==> src/rtl/axi_lite_manager.sv <==
// -----------------------------------------------------------------------------
// axi_lite_manager
// AXI4-Lite manager. Turns a single-beat command/response handshake into one
// AXI-Lite read or write transaction at a time. Every AXI output is a flop.
//
// Ports
//   axi_aclk_in / axi_areset_in : clock, synchronous active-high reset
//   cmd_*                       : command request (valid/ready, write flag,
//                                 address, write data, byte strobes)
//   rsp_*                       : response (valid/ready, read data, resp code)
//   axi_aw* / axi_w* / axi_b*   : AXI-Lite write address, data, response
//   axi_ar* / axi_r*            : AXI-Lite read address, read data
// -----------------------------------------------------------------------------
module axi_lite_manager #(
  parameter int         DATA_WIDTH    = 32,
  parameter int         ADDRESS_WIDTH = 4,
  parameter logic [2:0] PROT          = 3'b000
) (
  input  logic                      axi_aclk_in,
  input  logic                      axi_areset_in,
  // command side
  input  logic                      cmd_valid_in,
  output logic                      cmd_ready_out,
  input  logic                      cmd_write_in,
  input  logic [ADDRESS_WIDTH-1:0]  cmd_addr_in,
  input  logic [DATA_WIDTH-1:0]     cmd_wdata_in,
  input  logic [DATA_WIDTH/8-1:0]   cmd_wstrb_in,
  // response side
  output logic                      rsp_valid_out,
  input  logic                      rsp_ready_in,
  output logic [DATA_WIDTH-1:0]     rsp_rdata_out,
  output logic [1:0]                rsp_resp_out,
  // AXI write address
  output logic [ADDRESS_WIDTH-1:0]  axi_awaddr_out,
  output logic [2:0]                axi_awprot_out,
  output logic                      axi_awvalid_out,
  input  logic                      axi_awready_in,
  // AXI write data
  output logic [DATA_WIDTH-1:0]     axi_wdata_out,
  output logic [DATA_WIDTH/8-1:0]   axi_wstrb_out,
  output logic                      axi_wvalid_out,
  input  logic                      axi_wready_in,
  // AXI write response
  input  logic [1:0]                axi_bresp_in,
  input  logic                      axi_bvalid_in,
  output logic                      axi_bready_out,
  // AXI read address
  output logic [ADDRESS_WIDTH-1:0]  axi_araddr_out,
  output logic [2:0]                axi_arprot_out,
  output logic                      axi_arvalid_out,
  input  logic                      axi_arready_in,
  // AXI read data
  input  logic [DATA_WIDTH-1:0]     axi_rdata_in,
  input  logic [1:0]                axi_rresp_in,
  input  logic                      axi_rvalid_in,
  output logic                      axi_rready_out
);

  typedef enum logic [2:0] {
    IDLE         = 3'd0,
    WR_ADDR_DATA = 3'd1,
    WR_RESP      = 3'd2,
    RD_ADDR      = 3'd3,
    RD_DATA      = 3'd4,
    RESPOND      = 3'd5
  } state_t;

  state_t                     state_r;
  logic                       cmd_ready_r;
  logic                       rsp_valid_r;
  logic [DATA_WIDTH-1:0]      rsp_rdata_r;
  logic [1:0]                 rsp_resp_r;
  logic [ADDRESS_WIDTH-1:0]   awaddr_r;
  logic                       awvalid_r;
  logic [DATA_WIDTH-1:0]      wdata_r;
  logic [DATA_WIDTH/8-1:0]    wstrb_r;
  logic                       wvalid_r;
  logic                       bready_r;
  logic [ADDRESS_WIDTH-1:0]   araddr_r;
  logic                       arvalid_r;
  logic                       rready_r;

  // A channel counts as finished once its valid has dropped, or when it
  // handshakes in the current cycle; both must be true to leave WR_ADDR_DATA.
  logic aw_done_s;
  logic w_done_s;
  assign aw_done_s = !awvalid_r || axi_awready_in;
  assign w_done_s  = !wvalid_r  || axi_wready_in;

  // Transaction sequencer: state plus every registered output.
  always_ff @(posedge axi_aclk_in) begin
    if (axi_areset_in) begin
      state_r     <= IDLE;
      cmd_ready_r <= 1'b0;
      rsp_valid_r <= 1'b0;
      rsp_rdata_r <= '0;
      rsp_resp_r  <= 2'b00;
      awaddr_r    <= '0;
      awvalid_r   <= 1'b0;
      wdata_r     <= '0;
      wstrb_r     <= '0;
      wvalid_r    <= 1'b0;
      bready_r    <= 1'b0;
      araddr_r    <= '0;
      arvalid_r   <= 1'b0;
      rready_r    <= 1'b0;
    end else begin
      case (state_r)
        IDLE: begin
          if (cmd_valid_in && cmd_ready_r) begin
            cmd_ready_r <= 1'b0;
            if (cmd_write_in) begin
              awaddr_r  <= cmd_addr_in;
              wdata_r   <= cmd_wdata_in;
              wstrb_r   <= cmd_wstrb_in;
              awvalid_r <= 1'b1;
              wvalid_r  <= 1'b1;
              state_r   <= WR_ADDR_DATA;
            end else begin
              araddr_r  <= cmd_addr_in;
              arvalid_r <= 1'b1;
              state_r   <= RD_ADDR;
            end
          end else begin
            // Also raises ready on the first idle cycle after reset.
            cmd_ready_r <= 1'b1;
          end
        end

        WR_ADDR_DATA: begin
          if (awvalid_r && axi_awready_in) begin
            awvalid_r <= 1'b0;
          end
          if (wvalid_r && axi_wready_in) begin
            wvalid_r <= 1'b0;
          end
          if (aw_done_s && w_done_s) begin
            bready_r <= 1'b1;
            state_r  <= WR_RESP;
          end
        end

        WR_RESP: begin
          if (axi_bvalid_in && bready_r) begin
            rsp_resp_r  <= axi_bresp_in;
            rsp_rdata_r <= '0;
            bready_r    <= 1'b0;
            rsp_valid_r <= 1'b1;
            state_r     <= RESPOND;
          end
        end

        RD_ADDR: begin
          if (axi_arready_in) begin
            arvalid_r <= 1'b0;
            rready_r  <= 1'b1;
            state_r   <= RD_DATA;
          end
        end

        RD_DATA: begin
          if (axi_rvalid_in && rready_r) begin
            rsp_rdata_r <= axi_rdata_in;
            rsp_resp_r  <= axi_rresp_in;
            rready_r    <= 1'b0;
            rsp_valid_r <= 1'b1;
            state_r     <= RESPOND;
          end
        end

        RESPOND: begin
          if (rsp_ready_in) begin
            rsp_valid_r <= 1'b0;
            cmd_ready_r <= 1'b1;
            state_r     <= IDLE;
          end
        end

        default: begin
          // Unreachable encodings recover to a quiet idle bus.
          state_r     <= IDLE;
          cmd_ready_r <= 1'b0;
          rsp_valid_r <= 1'b0;
          awvalid_r   <= 1'b0;
          wvalid_r    <= 1'b0;
          bready_r    <= 1'b0;
          arvalid_r   <= 1'b0;
          rready_r    <= 1'b0;
        end
      endcase
    end
  end

  assign cmd_ready_out   = cmd_ready_r;
  assign rsp_valid_out   = rsp_valid_r;
  assign rsp_rdata_out   = rsp_rdata_r;
  assign rsp_resp_out    = rsp_resp_r;
  assign axi_awaddr_out  = awaddr_r;
  assign axi_awprot_out  = PROT;
  assign axi_awvalid_out = awvalid_r;
  assign axi_wdata_out   = wdata_r;
  assign axi_wstrb_out   = wstrb_r;
  assign axi_wvalid_out  = wvalid_r;
  assign axi_bready_out  = bready_r;
  assign axi_araddr_out  = araddr_r;
  assign axi_arprot_out  = PROT;
  assign axi_arvalid_out = arvalid_r;
  assign axi_rready_out  = rready_r;

endmodule

==> config.mk <==
export PLATFORM = sky130hd
export DESIGN_NAME = axi_lite_manager
export DESIGN_NICKNAME = d
export VERILOG_FILES = /design/src/rtl/axi_lite_manager.sv
export SDC_FILE = /design/constraint.sdc
export NUM_CORES = 1
export LEC_CHECK = 0
export BUFFER_PORTS_ARGS = -buffer_cell sky130_fd_sc_hd__buf_2
export CORE_ASPECT_RATIO = 1.1
export CORE_MARGIN = 5
export CORE_UTILIZATION = 49
export CTS_CLUSTER_SIZE = 12
export DETAILED_ROUTE_END_ITERATION = 6
export PLACE_DENSITY = 0.85
export SKIP_LAST_GASP = 1
export SLEW_MARGIN = 10
export SYNTH_ARGS = -nofsm -noshare
export SYNTH_HDL_FRONTEND = slang
export SYNTH_SLANG_ARGS = --single-unit
==> constraint.sdc <==
create_clock -name axi_aclk_in -period 3.8 [get_ports axi_aclk_in]
set_input_delay 0.38 -clock axi_aclk_in [delete_from_list [all_inputs] [get_ports axi_aclk_in]]
set_output_delay 0.38 -clock axi_aclk_in [all_outputs]
set_load 0.01 [all_outputs]
==> flow_metrics.tcl, run 1 <==
set metrics [dict create \
    rr_endpoint "rsp_valid_out" \
    holdPathStages 3 \
    ctsHtreeMaxLevel 3 \
    required_ns 4.08 \
    outcome "finished, final reports clean" \
    regToRegSetupSlack_ns 1.47 \
    boundaryPins 177 \
    whs_endpoint "rsp_rdata_out[31]" \
    io_buffers 170 \
    die_w_um 90.33 \
    fmax_mhz 429.9 \
    clock_path_buffers 2 \
    clock_sinks 88 \
    num_antenna_cells 0 \
    worstHoldStart "axi_rdata_in[31]" \
    drive_gt1_share_pct 33.61 \
    drtIter0Drc 240 \
    grt_pass1_vias 3423 \
    clk_pin_slew_ns 0.10 \
    clock-root-buffer "clkbuf_8" \
    multiInputGateArea_um2 1544 \
    fillers 624 \
    hpwl_mm 7.083 \
    skew_ns 0.01261 \
    final_cells 677 \
    grt_overflow 0 \
    start_util_pct 49.93 \
    viasPerCell 5.165 \
    antenna_left 0 \
    finalCriticalPeriod_ns 2.326 \
    critical_path.endpoint_type "register" \
    vdd_drop_max_mv 0.3240 \
    drc 0 \
    grt_pass1_wl_mm 15.39 \
    powerDensity_nw_per_um2 601.8 \
    setup_viol 0 \
    numCtsBuffers 9 \
    cp_data_arrival_time_ns 2.60 \
    drv_slew 0 \
    antenna_found_initial 0 \
    die_h_um 98.37 \
    fin_setup_tns_ns 0 \
    ys_warn_count 0 \
    path_cells "nor2b_1, o21bai_2, or4_1, a21oi_1" \
    final_common_cell "buf_2" \
    fin_crit_sh_pct 61.22 \
    die_area_um2 8885 \
    r2r-start "state_r[1]" \
    cts_tree "built" \
    crit_path_top_delay_cell "dfxtp_1" \
    seqCellArea_um2 1762 \
    synth_cells 436 \
    wire_per_inst_um 14.11 \
    drt-total-wl_mm 9.552 \
    synth.avg_cell_area_um2 7.978 \
    final_cell_mix "170 x buf_2, 119 x nand2_1, 88 x dfxtp_1" \
    cts_hold_buf 0 \
    rsz0062_at_grt "false" \
    cp_max_fo 37 \
    cp-startpoint "state_r[1]" \
    nets 675 \
    fp-row-count 32 \
    first_pass_iters 5 \
    vias 3497 \
    grt_usage_pct 20.73 \
    tightest_slew_ns 1.136 \
    maxCapViolCount 0 \
    cts-resized-gates 0 \
    crit_path_start_kind "register" \
    core-area_um2 6967 \
    yosysUniqueCellTypes 37 \
    post-place-cells 661 \
    reg2reg_depth 4 \
    gp_congestion 0.9139 \
    max_stage_delay_ns 0.80 \
    hold_path.class "in2reg" \
    p_leak_nw 2.059 \
    yosys_register_bits 88 \
    grt_max_degree 46 \
    clock_latency_ns 0.34 \
    worst_slew_margin_rel_pct 24.23 \
    netlist_area_um2 3478 \
    cts_setup_buffers 0 \
    seq_area_frac_synth_pct 50.65 \
    path_class "reg2reg" \
    area_growth_pct 31.08 \
    hold_violations 0 \
]
==> power breakdown <==
group	internal (mW)	switching, mW
Sequential	1.04	0.122
Combinational	0.337	0.523
Clock	0.379	0.343
==> cell type report <==
| class | count | area share [%] |
|---|---|---|
| multi-input combinational | 306 | 33.86 |
| clock inverter | 7 | 2.223 |
| sequential | 88 | 38.64 |
| tap | 85 | 2.333 |
| clock buffer | 9 | 2.717 |
| timing repair buffer | 177 | 19.81 |
| inverter | 5 | 0.4116 |
==> layer usage <==
| layer | GRT usage, % | share of wire (%) | vias to the layer above |
|---|---|---|---|
| li1 | - | - | 1753 |
| met1 | 24.02 | 40 | 1561 |
| met2 | 33.78 | 46 | 166 |
| met3 | 8.089 | 11 | 17 |
| met4 | 9.393 | 2.3 | 0 |
| met5 | 0 | 0 | - |
==> critical path: cells and delay by family (launching register included) <==
kind	cells	cell delay, ns
flip-flops	1	0.80
AO/OA/AOI/OAI	2	0.54
AND/OR/NAND/NOR	2	0.92
==> per-stage QoR <==
step	power [mW]	area, um2	utilization (%)	hold WS (ns)	setup slack [ns]
2_1_floorplan	1.770	3497	-	0.4805	1.948
3_3_place_gp	2.012	4334	62.21	0.4381	1.584
3_5_place_dp	2.040	4334	62.21	0.4454	1.510
4_1_cts	2.766	4559	65.45	0.2423	1.476
5_1_grt	2.926	4559	65.45	0.2313	1.234
6_report	2.744	4559	65.45	0.2598	1.474
==> cell usage after synthesis, drive strengths merged <==
| cell type | number | area share, % |
|---|---|---|
| nand2 | 119 | 13 |
| dfxtp | 88 | 51 |
| a21oi | 81 | 12 |
| o21ai | 37 | 5.3 |
| clkbuf | 31 | 3.3 |
| buf | 11 | 2.2 |
| nor2 | 11 | 1.2 |
| mux2i | 8 | 2.3 |
| nor3 | 6 | 0.86 |
| inv | 5 | 0.54 |
| nand2b | 4 | 0.72 |
| a2111oi | 3 | 0.94 |
| a31oi | 3 | 0.54 |
| nor2b | 3 | 0.54 |
| o21a | 3 | 0.65 |
| or3 | 3 | 0.54 |
| ha | 2 | 0.72 |
| nand4b | 2 | 0.50 |
| o21bai | 2 | 0.43 |
| a2111o | 1 | 0.32 |
| a211o | 1 | 0.25 |
| a311oi | 1 | 0.25 |
| a32o | 1 | 0.29 |
| and2 | 1 | 0.18 |
| conb | 1 | 0.11 |
| mux2 | 1 | 0.43 |
| nand3 | 1 | 0.14 |
| nand3b | 1 | 0.22 |
| nor3b | 1 | 0.36 |
| o22ai | 1 | 0.18 |
| o41ai | 1 | 0.25 |
| or4 | 1 | 0.22 |
| or4b | 1 | 0.29 |
==> registers in the layout (all words and copies together), names as in the netlist <==
name             flops
axi_araddr_out       4
axi_arvalid_out      1
axi_awaddr_out       4
axi_awvalid_out      1
axi_bready_out       1
axi_rready_out       1
axi_wdata_out       32
axi_wstrb_out        4
axi_wvalid_out       1
cmd_ready_out        1
rsp_rdata_out       32
rsp_resp_out         2
rsp_valid_out        1
state_r              3
==> kinds of logic after synthesis <==
logic type | Yosys count | synth area share (%)
buf+inv | 47 | 6.115
other cells | 1 | 0.1078
compound gates | 135 | 21.08
flops | 88 | 50.65
mux | 9 | 2.734
simple gates | 154 | 18.60
fa+ha+maj | 2 | 0.7193
==> worst max path at each step <==
stage                                   end  cells after the start
final                         rsp_valid_out                      4
after global routing      rsp_rdata_out[29]                      4
after CTS                     rsp_valid_out                      4
after detailed placement      rsp_valid_out                      4
after global placement        rsp_valid_out                      4
after floorplan                  state_r[0]                      6
No activity file was read; power rests on OpenSTA's default activity.
==> run 2: changes to the inputs <==
Settings changed: ABC_AREA from default to 1, CORE_UTILIZATION 49 to 41, PLACE_DENSITY 0.85 to 0.76.
Clock period 3.8 ns to 1.9 ns, I/O delays scaled along.
==> flow_metrics.tcl, run 2 <==
set metrics [dict create \
    outcome "finished, final reports clean" \
    drive_gt1_share_pct 33.70 \
    grt_usage_pct 18.21 \
    nets 722 \
    setup_viol 0 \
    vdd_drop_max_mv 0.4695 \
    die_w_um 99.17 \
    antenna_left 0 \
    final_common_cell "buf_2" \
    ctsHtreeMaxLevel 3 \
    grt_max_degree 56 \
    drtIter0Drc 165 \
    drc 0 \
    fin_crit_sh_pct 90.92 \
    synth_largest_area_cell "dfxtp_1" \
    cp_max_fo 32 \
    cts_hold_buf 0 \
    viasPerCell 4.854 \
    worst_slew_margin_rel_pct 54.82 \
    yosys_register_bits 88 \
    synth_most_common_cell "nor2_1" \
    required_ns 2.17 \
    area_growth_pct 28.58 \
    synth.avg_cell_area_um2 7.518 \
    final_cell_mix "170 x buf_2, 113 x nor2_1, 88 x dfxtp_1" \
    clk_pin_slew_ns 0.09 \
    die_area_um2 10720 \
    ys_warn_count 0 \
    critical_path.endpoint_type "register" \
    num_antenna_cells 0 \
    seqCellArea_um2 1762 \
    synth.area.top_cells "dfxtp_1 49%, nor2_1 12%, nand2_1 7.0%" \
    hold_path.class "in2reg" \
    die_h_um 108.1 \
    finalCriticalPeriod_ns 1.727 \
    hpwl_mm 7.293 \
    io_buffers 170 \
    maxCapViolCount 0 \
    powerDensity_nw_per_um2 1206 \
    async_flop_share_pct 0 \
    ys.flop_type "dfxtp_1" \
    clock_latency_ns 0.35 \
    fin_util_pct 54.55 \
    cts-resized-gates 0 \
    tightest_slew_ns 0.6766 \
    boundaryPins 177 \
    netlist_area_um2 3586 \
    fillers 804 \
    synth_commonest_cells "113 x nor2_1, 88 x dfxtp_1, 67 x nand2_1, 41 x nand3_1, 38 x o21ai_0" \
    antenna_found_initial 0 \
    multiInputGateArea_um2 1548 \
    p_leak_nw 2.369 \
    clock-root-buffer "clkbuf_8" \
    numCtsBuffers 9 \
    start_util_pct 42.43 \
    gp_congestion 0.9347 \
    core-area_um2 8452 \
    drt-total-wl_mm 10.01 \
    crit_path_start_kind "register" \
    cp_data_arrival_time_ns 2.00 \
    rsz0062_at_grt "false" \
    synth_top_area_share_pct 49.13 \
    cts_tree "built" \
    cts_setup_buffers 0 \
    yosysUniqueCellTypes 28 \
    clock_path_buffers 2 \
    clock_sinks 88 \
    drv_slew 0 \
    grt_pass1_vias 3484 \
    first_pass_iters 4 \
    total_power_mw 5.560 \
    path_class "reg2reg" \
    seq_area_frac_synth_pct 49.13 \
    grt_pass1_wl_mm 15.91 \
    vias 3636 \
    synth_cells 477 \
    synth_edf_count 0 \
    wire_per_inst_um 13.36 \
    hold_violations 0 \
    grt_overflow 0 \
    skew_ns 0.01016 \
    fp-row-count 35 \
    fmax_mhz 578.9 \
    fin_setup_tns_ns 0 \
]
[run 2: changes by cell type in the layout (fill, tap and decap cells not counted), sizes merged, moves of 3 or more]
cell	previous run	this run
o21a	3	0
nand3	1	43
nand2b	4	0
nor3	6	2
mux2i	8	0
or3	3	0
a21oi	81	36
inv	8	22
a2111oi	3	0
nor2b	3	0
o21ai	37	50
nor2	11	118
nand2	119	78
[run 2: layer usage]
layer  wire length (um)  track usage, %  vias to the layer above  share of wire [%]
met4                 95           5.659                        0               0.95
met2               4456           28.60                      158                 45
met5                  0               0                        -                  0
met1               4204           22.25                     1634                 42
li1                   -               -                     1838                  -
met3               1251           8.452                        6                 13
[run 2: kinds of logic after synthesis]
family | count (synthesis) | share of synthesized area (%)
AO/OA/AOI/OAI | 88 | 12.35
adder cells (fa/ha/maj) | 2 | 0.6977
buffers and inverters | 55 | 8.234
flip-flops | 88 | 49.13
other | 1 | 0.1046
AND/OR/NAND/NOR | 243 | 29.48
[run 2: metrics by stage]
step	hold WS, ns	setup slack (ns)	instance area (um2)	std cells
2_1_floorplan	0.3249	0.5232	3605	482
3_3_place_gp	0.4107	0.3026	4418	734
3_5_place_dp	0.4191	0.1986	4418	734
4_1_cts	0.04413	0.1583	4611	749
5_1_grt	0.04662	0.008374	4611	749
6_report	0.06143	0.1725	4611	749
[run 2: final timing paths]
check | end | cells after the start | start | slack [ns]
setup / recovery | rsp_rdata_out[14] | 6 | state_r[2] | 0.17
hold / removal | axi_wdata_out[29] | 3 | cmd_wdata_in[29] | 0.06
setup reg to reg | rsp_rdata_out[14] | 6 | state_r[2] | 0.17
hold reg to reg | rsp_rdata_out[8] | 2 | rsp_rdata_out[8] | 0.46
[run 2: power by group]
group	internal [mW]	total, mW	switching [mW]	leakage [nW]
Sequential	2.14	2.33	0.193	0.714
Clock	0.610	1.27	0.657	0.0961
Combinational	0.686	1.96	1.28	1.56
[run 2: final cells by class]
| class | instances | share of cell area [%] |
|---|---|---|
| Inverter | 21 | 1.764 |
| Tap cell | 111 | 3.012 |
| Clock inverter | 6 | 1.493 |
| Multi-Input combinational cell | 339 | 33.57 |
| Timing Repair Buffer | 175 | 19.27 |
| Sequential cell | 88 | 38.21 |
| Clock buffer | 9 | 2.687 |
[run 2: worst max-delay path, stage by stage, from the launching register on]
cell and delay [ns]:
dfxtp_1 0.57, nor2_1 0.15, nand3_2 0.12, nand2_2 0.09
inv_2 0.39, nand3_1 0.14, a21oi_1 0.18
==> run 3: changes to the inputs <==
Settings changed: ABC_AREA 1 to default, CAP_MARGIN from default to 20.
==> flow_metrics.tcl, run 3 (synthesis results as in run 1) <==
set metrics [dict create \
    outcome "finished, final reports clean" \
    critPathBufInv 2 \
    r2r-start "state_r[2]" \
    grt_overflow 0 \
    seqCellArea_um2 1762 \
    die_w_um 97.82 \
    clock_sinks 88 \
    rsz0062_at_grt "false" \
    crit_path_start_kind "register" \
    cp_data_arrival_time_ns 2.05 \
    reg2reg_depth 6 \
    required_ns 2.19 \
    wire_per_inst_um 13.43 \
    maxCapViolCount 0 \
    combPwrFrac_pct 36.6 \
    finalCriticalPeriod_ns 1.757 \
    tightest_slew_ns 0.5001 \
    grt_pass1_vias 3331 \
    die_h_um 106.6 \
    die_area_um2 10430 \
    final_common_cell "buf_2" \
    final_cell_mix "170 x buf_2, 119 x nand2_1, 88 x dfxtp_1" \
    powerDensity_nw_per_um2 1196 \
    grt_usage_pct 17.60 \
    drv_slew 0 \
    cp_max_fo 6 \
    clk_pin_slew_ns 0.09 \
    numCtsBuffers 9 \
    drc 0 \
    fin_crit_sh_pct 92.49 \
    skew_ns 0.01392 \
    fin_setup_tns_ns 0 \
    path_class "reg2reg" \
    worst_slew_margin_rel_pct 65.80 \
    cts_setup_buffers 0 \
    worstSetupPathDepth 6 \
    nets 685 \
    fmax_mhz 569.0 \
    cts_hold_buf 0 \
    antenna_left 0 \
    max_stage_delay_ns 0.47 \
    clkPwrFrac_pct 23.7 \
    seq_power_share_pct 39.7 \
    p_leak_nw 2.101 \
    holdPathStages 3 \
    cp-startpoint "state_r[2]" \
    cts-resized-gates 0 \
    num_antenna_cells 0 \
    p_sw_mw 2.018 \
    first_pass_iters 4 \
    clock_latency_ns 0.36 \
    gp_congestion 0.8301 \
    grt_max_degree 53 \
    drive_gt1_share_pct 34.55 \
    ctsHtreeMaxLevel 3 \
    viasPerCell 5.004 \
    hpwl_mm 7.170 \
    core-area_um2 8320 \
    worstHoldStart "axi_rdata_in[10]" \
    p_sw_share_pct 36.01 \
    cts_tree "built" \
    crit_path_top_delay_cell "a2111oi_0" \
    total_power_mw 5.603 \
    vias 3568 \
    io_buffers 170 \
    hold_violations 0 \
    setup_viol 0 \
    multiInputGateArea_um2 1544 \
    grt_pass1_wl_mm 15.38 \
    hold_path.class "in2reg" \
    path_cells "buf_4, inv_1, ha_1, nor3_1, a2111oi_0, mux2_4" \
    critical_path.endpoint_type "register" \
    area_growth_pct 34.64 \
    boundaryPins 177 \
    regToRegSetupSlack_ns 0.14 \
    drt-total-wl_mm 9.577 \
    fp-row-count 35 \
    vdd_drop_max_mv 0.6269 \
    clock-root-buffer "clkbuf_8" \
    internal_power_mw 3.586 \
    cp_top_family "compound AO/OA/AOI/OAI gates" \
    drtIter0Drc 127 \
    fillers 789 \
    clock_path_buffers 2 \
    start_util_pct 41.80 \
    antenna_found_initial 0 \
]
==> run 3: power by group through the flow <==
stage / Clock, mW / Combinational (mW) / Sequential, mW
2_1_floorplan: 0 / 1.20 / 2.34
3_3_place_gp: 0 / 1.99 / 2.25
3_5_place_dp: 0 / 2.04 / 2.27
4_1_cts: 1.38 / 2.05 / 2.23
5_1_grt: 1.48 / 2.25 / 2.26
6_report: 1.33 / 2.05 / 2.23
==> run 3: worst paths after layout <==
path,to
setup / recovery,state_r[0]
hold / removal,rsp_rdata_out[10]
setup reg to reg,state_r[0]
hold reg to reg,axi_awaddr_out[3]
==> run 3: per-layer routing <==
layer,track usage [%],part of all wire [%]
met5,0,0
met2,29.18,48
met4,4.847,1.3
met3,8.133,10
met1,20.49,41
==> run 3: worst register-to-register path, delay by kind of cell, from the launching register on <==
family	cells	cell delay [ns]
AND/OR/NAND/NOR	1	0.06
AO/OA/AOI/OAI	1	0.47
flip-flops	1	0.36
adder cells (fa/ha/maj)	1	0.26
multiplexers	1	0.24
buffers and inverters	2	0.33
==> run 3: final cells by class <==
type | instances | share of cell area, %
clock inverter | 5 | 1.336
timing repair buffer | 187 | 21.69
sequential | 88 | 37.62
multi-input combinational | 306 | 32.97
inverter | 5 | 0.4007
tap | 111 | 2.966
clock buffer | 11 | 3.019
==> run 3: stage by stage <==
step	utilization [%]	area (um2)	setup WS, ns	cells	hold slack, ns
global placement	53.83	4479	0.2266	697	0.4291
finish	56.29	4683	0.1426	713	0.05885
detailed placement	53.83	4479	0.1714	697	0.4356
floorplan	-	3497	0.04785	441	0.3260
global route	56.29	4683	0.01758	713	0.03338
CTS	56.29	4683	0.1344	713	0.04586
